**config.mk**
```make
export PLATFORM = sky130hd
export DESIGN_NAME = pipe_stage_reg
export DESIGN_NICKNAME = d
export VERILOG_FILES = /design/src/rtl/pipe_stage_reg.sv
export SDC_FILE = /design/constraint.sdc
export NUM_CORES = 1
export LEC_CHECK = 0
export ABC_AREA = 1
export BUFFER_PORTS_ARGS = -buffer_cell sky130_fd_sc_hd__buf_2
export CORE_MARGIN = 2
export CORE_UTILIZATION = 50
export CTS_BUF_LIST = sky130_fd_sc_hd__clkbuf_8
export DETAILED_ROUTE_END_ITERATION = 10
export GPL_TIMING_DRIVEN = 0
export HOLD_SLACK_MARGIN = 0.02
export PLACE_DENSITY = 0.9
export SLEW_MARGIN = 20
export SYNTH_ARGS = -nofsm -noshare
export SYNTH_HDL_FRONTEND = slang
export SYNTH_SLANG_ARGS = --single-unit
```
**constraint.sdc**
```tcl
create_clock -name clk -period 1.35 [get_ports clk]
set_input_delay 0.135 -clock clk [delete_from_list [all_inputs] [get_ports clk]]
set_output_delay 0.135 -clock clk [all_outputs]
set_load 0.005 [all_outputs]
```
**src/rtl/pipe_stage_reg.sv**
```systemverilog
// pipe_stage_reg: generic elastic pipeline stage register.
// Carries a PC word plus an opaque payload bus behind a valid/ready handshake
// on both sides, with global stall (highest priority) and flush controls.
// Build option PIPE_STAGE_SKID_EN: when defined the stage holds up to two
// entries (main + skid) so that in_ready has no combinational path from
// out_ready; when undefined it is a single register whose in_ready looks at
// out_ready directly.
module pipe_stage_reg #(
    parameter int                 DATA_W    = 107,
    parameter int                 PC_W      = 30,
    parameter logic [DATA_W-1:0]  NOP_VALUE = {DATA_W{1'b0}}
) (
    input  logic              clk,
    input  logic              reset,
    input  logic              stall,
    input  logic              flush,
    input  logic              in_valid,
    output logic              in_ready,
    input  logic [PC_W-1:0]   in_pc,
    input  logic [DATA_W-1:0] in_data,
    output logic              out_valid,
    input  logic              out_ready,
    output logic [PC_W-1:0]   out_pc,
    output logic [DATA_W-1:0] out_data,
    output logic [1:0]        occupancy
);

    // Occupancy-coded states; any other encoding is treated as illegal.
    localparam logic [1:0] ST_EMPTY = 2'b00;
    localparam logic [1:0] ST_BUSY  = 2'b01;
    localparam logic [1:0] ST_FULL  = 2'b10;

    logic [1:0]        r_state;
    logic [PC_W-1:0]   r_main_pc;
    logic [DATA_W-1:0] r_main_data;

    logic [1:0]        w_state_nxt;
    logic              w_acc;
    logic              w_pop;
    logic              w_clear;
    logic              w_load_main;
    logic              w_main_from_skid;
    logic              w_load_skid;

`ifdef PIPE_STAGE_SKID_EN
    logic [PC_W-1:0]   r_skid_pc;
    logic [DATA_W-1:0] r_skid_data;
`endif

    // Decode the visible valid flag and entry count from the state register.
    always_comb begin
        out_valid = 1'b0;
        occupancy = 2'd0;
        case (r_state)
            ST_EMPTY: begin
                out_valid = 1'b0;
                occupancy = 2'd0;
            end
            ST_BUSY: begin
                out_valid = 1'b1;
                occupancy = 2'd1;
            end
            ST_FULL: begin
                out_valid = 1'b1;
                occupancy = 2'd2;
            end
            default: begin
                out_valid = 1'b0;
                occupancy = 2'd0;
            end
        endcase
    end

    // Upstream ready: with the skid entry it depends only on state and stall,
    // without it the single register may refill in the cycle it is drained.
    always_comb begin
`ifdef PIPE_STAGE_SKID_EN
        in_ready = ~stall & (r_state != ST_FULL);
`else
        in_ready = ~stall & (~out_valid | out_ready);
`endif
    end

    // Handshake events; stall suppresses the downstream pop explicitly.
    always_comb begin
        w_acc = in_valid & in_ready;
        w_pop = out_valid & out_ready & ~stall;
    end

    // Next-state and register-load decisions. Stall freezes everything,
    // flush (when not stalled) empties the stage and drops any same-cycle acc.
    always_comb begin
        w_state_nxt      = r_state;
        w_clear          = 1'b0;
        w_load_main      = 1'b0;
        w_main_from_skid = 1'b0;
        w_load_skid      = 1'b0;
        if (stall) begin
            w_state_nxt = r_state;
        end else if (flush) begin
            w_clear     = 1'b1;
            w_state_nxt = ST_EMPTY;
        end else begin
            case (r_state)
                ST_EMPTY: begin
                    if (w_acc) begin
                        w_load_main = 1'b1;
                        w_state_nxt = ST_BUSY;
                    end else begin
                        w_state_nxt = ST_EMPTY;
                    end
                end
                ST_BUSY: begin
`ifdef PIPE_STAGE_SKID_EN
                    if (w_acc && !w_pop) begin
                        // Younger entry parks in the skid register.
                        w_load_skid = 1'b1;
                        w_state_nxt = ST_FULL;
                    end else if (w_acc && w_pop) begin
                        w_load_main = 1'b1;
                        w_state_nxt = ST_BUSY;
                    end else if (w_pop) begin
                        w_state_nxt = ST_EMPTY;
                    end else begin
                        w_state_nxt = ST_BUSY;
                    end
`else
                    // Without a skid entry an acc here always coincides with a pop.
                    if (w_acc) begin
                        w_load_main = 1'b1;
                        w_state_nxt = ST_BUSY;
                    end else if (w_pop) begin
                        w_state_nxt = ST_EMPTY;
                    end else begin
                        w_state_nxt = ST_BUSY;
                    end
`endif
                end
                ST_FULL: begin
`ifdef PIPE_STAGE_SKID_EN
                    if (w_pop) begin
                        // Older entry leaves; skid entry becomes the head.
                        w_main_from_skid = 1'b1;
                        w_state_nxt      = ST_BUSY;
                    end else begin
                        w_state_nxt = ST_FULL;
                    end
`else
                    // Unreachable without a skid entry: recover to empty.
                    w_state_nxt = ST_EMPTY;
`endif
                end
                default: begin
                    // Illegal encoding: recover to a known empty stage.
                    w_state_nxt = ST_EMPTY;
                end
            endcase
        end
    end

    // State register.
    always_ff @(posedge clk or negedge reset) begin
        if (!reset) begin
            r_state <= ST_EMPTY;
        end else begin
            r_state <= w_state_nxt;
        end
    end

    // Main (head) entry; loads only on a transfer, a skid promotion or a flush.
    always_ff @(posedge clk or negedge reset) begin
        if (!reset) begin
            r_main_pc   <= {PC_W{1'b0}};
            r_main_data <= NOP_VALUE;
        end else if (w_clear) begin
            r_main_pc   <= {PC_W{1'b0}};
            r_main_data <= NOP_VALUE;
        end else if (w_load_main) begin
            r_main_pc   <= in_pc;
            r_main_data <= in_data;
`ifdef PIPE_STAGE_SKID_EN
        end else if (w_main_from_skid) begin
            r_main_pc   <= r_skid_pc;
            r_main_data <= r_skid_data;
`endif
        end else begin
            r_main_pc   <= r_main_pc;
            r_main_data <= r_main_data;
        end
    end

`ifdef PIPE_STAGE_SKID_EN
    // Skid entry; always younger than the main entry.
    always_ff @(posedge clk or negedge reset) begin
        if (!reset) begin
            r_skid_pc   <= {PC_W{1'b0}};
            r_skid_data <= NOP_VALUE;
        end else if (w_clear) begin
            r_skid_pc   <= {PC_W{1'b0}};
            r_skid_data <= NOP_VALUE;
        end else if (w_load_skid) begin
            r_skid_pc   <= in_pc;
            r_skid_data <= in_data;
        end else begin
            r_skid_pc   <= r_skid_pc;
            r_skid_data <= r_skid_data;
        end
    end
`else
    // Skid promotion and skid load never occur in the single-register build.
    logic w_unused_skid;
    always_comb begin
        w_unused_skid = w_main_from_skid | w_load_skid;
    end
`endif

    // Head entry drives the outputs straight from registers.
    always_comb begin
        out_pc   = r_main_pc;
        out_data = r_main_data;
    end

endmodule

```
==> impl_results.md <==
* Outcome: complete, but fails checks
* Failing checks: setup timing
* Final ANT Viol Nets at 0
* Most common cell after layout, fill and taps aside: buf_2
* PwrDens at 1057 nW/um^2
* Critical path data required time at 1720 ps
* Clock Sinks at 138
* Initial DRC count at 706
* Synth Instances at 899
* Clock slew seen by the registers of the worst setup and hold paths at 70 ps
* Setup Skew at 7.092 ps
* HPWL Detailed at 13380 um
* Final #Nets at 1477
* Top Ports at 284
* Tightest Hold Check Type: in2reg
* Average wire per standard cell at 16.57 um
* CTS Buffer Depth at 2
* CTS tree: built
* Pre-Repair DR Iteration Count at 8
* Starting Density at 51.73%
* Share of cells above drive strength 1 at 27.92%
* GRT overflow at 0
* Rows at 41
* Clk root buf: clkbuf_8
* Peak VDD IR at 0.8163 mV
* Overall routed net length at 25160 um
* Number of fill cells at 742
* Clock latency at the later pin of the worst-skew pair at 430 ps
* IO buf count at 282
* First-pass GRT wire length at 38940 um
* DP Area at 8272 sq um
* Initial antenna violation count at 1
* Num CTS Buffers at 17
* H-tree depth at 4
* Max Fclk at 731.9 MHz
* Tot Pwr at 10540 uW
* Synth Net Count at 1042
* Synthesized area at 6608 sq um
* Max-slew violations at 0
* WS Path Type: reg2reg
* Leakage at 0.006127 uW
* Drt via density at 5.152
* Most frequent cells in the layout: 315 x buf_2, 275 x nand2_1, 145 x inv_1
* Unrepaired setup endpoints after global routing: true
* Post-Layout Inst Area at 9972 sq um
* Gr usage total at 35.16%
* Core Footprint at 12770 sq um
* Vias in the first global route at 7948
* Fin crit share at 101.2%
* Routed via count at 7820
* Critical Path Fanout Max at 10
* Flops & latches, synth at 138
* DRC at 0
* Worst setup margin at -16.24 ps
* Synth Area per Inst at 7.350 sq um
* Yosys warnings at 0
* DIE AREA at 14150 sq um
* Setup violations, final at 1
* Die Wd at 119.0 um
* Fin. Hold Viols at 0
* Critical Path Source Type: register
* Die height at 119.0 um
* Crit path DAT at 1730 ps
* Routability congestion estimate at 0.8827
* Largest net degree at the start of global routing at 90
* Unique cell type count in the Yosys netlist at 14
* Post-synthesis sequential area ratio at 52.26%
* Critical Path End Type: register
* MaxCap Viol Count at 0
* Area Overhead vs Synth at 50.92%
* Tmin final at 1366 ps
layout make-up:
type | count | area [sq um] | share of cell area (%)
clock buffer | 18 | 247.7 | 2.484
antenna | 3 | 7.507 | 0.07528
timing repair buffer | 417 | 2806 | 28.14
clock inverter | 10 | 43.79 | 0.4391
buffer | 61 | 385.4 | 3.864
tap | 172 | 215.2 | 2.158
multi-input combinational | 556 | 2275 | 22.81
sequential | 138 | 3455 | 34.64
inverter | 143 | 536.8 | 5.383
stage by stage:
step | setup TNS (ps) | setup WS [ps] | utilization (%) | std cells | hold slack, ps
after floorplan | 0 | 240.3 | - | 899 | -160.6
after global placement | -249760 | -1787 | 64.46 | 1353 | 397.6
after detailed placement | -7533 | -112.4 | 64.76 | 1354 | 63.21
after CTS | 0 | 8.579 | 77.70 | 1515 | 24.05
after global routing | -1009 | -57.41 | 78.03 | 1516 | 29.94
final | -16.24 | -16.24 | 78.07 | 1518 | 36.53
routing by layer:
layer / track usage (%) / vias to the layer above / part of all wire, %
li1: - / 3537 / -
met1: 37.72 / 3551 / 35
met2: 60.27 / 562 / 50
met3: 8.285 / 170 / 8.4
met4: 25.89 / 0 / 7.2
met5: 0 / - / 0
worst max-delay path: stages, from the launching register on:
cell and delay (ps):
dfrtp_2 400, nand2_2 80, nand3_2 80, buf_4 220
buf_2 250, nand3_1 140, nand2_1 120
synthesized netlist by cell type:
cell,n,area share [%]
inv_1,141,8.0
dfrtp_1,138,52
nor2_1,137,7.8
inv_2,2,0.11
buf_6,3,0.51
nand3_2,1,0.15
nand3_1,137,10
buf_4,8,0.91
buf_1,1,0.057
conb_1,1,0.057
nand2_2,1,0.095
buf_2,50,3.8
nand2_1,277,16
o21ai_0,2,0.15
state kept, by name, indices dropped and copies added (netlist names):
signal	flops
out_pc	30
r_state	1
out_data	107
where the power goes:
part | internal, uW | switching, uW | total [uW]
Combinational | 1300 | 1480 | 2780
Sequential | 4700 | 371 | 5070
Clock | 1220 | 1470 | 2690
final timing paths:
kind | from | end | slack [ps] | depth (start not counted)
min in group asynchronous | reset | out_data[40] | 190 | 2
worst max register to register | r_state[0] | out_data[80] | -20 | 6
worst min-delay path | in_data[3] | out_data[3] | 40 | 5
worst min register to register | out_data[25] | out_data[25] | 500 | 2
worst max-delay path | r_state[0] | out_data[80] | -20 | 6
max in group asynchronous | reset | out_data[66] | 400 | 3
logic make-up (layout without fill, tap and decap cells):
logic type      after synthesis  after routing  synth area share [%]
compound gates                2              2                0.1515
simple gates                553            553                 34.14
flops                       138            138                 52.26
other cells                   1              4               0.05675
buf+inv                     205            649                 13.39
timing repair:
action	CTS	global route
hold buffers	133	0
setup endpoints to repair	104	103
buffers inserted	1	0
resized for setup	7	25
pin swaps	1	0
hold endpoints to repair	181	0
(Power assumes the default switching activity.)
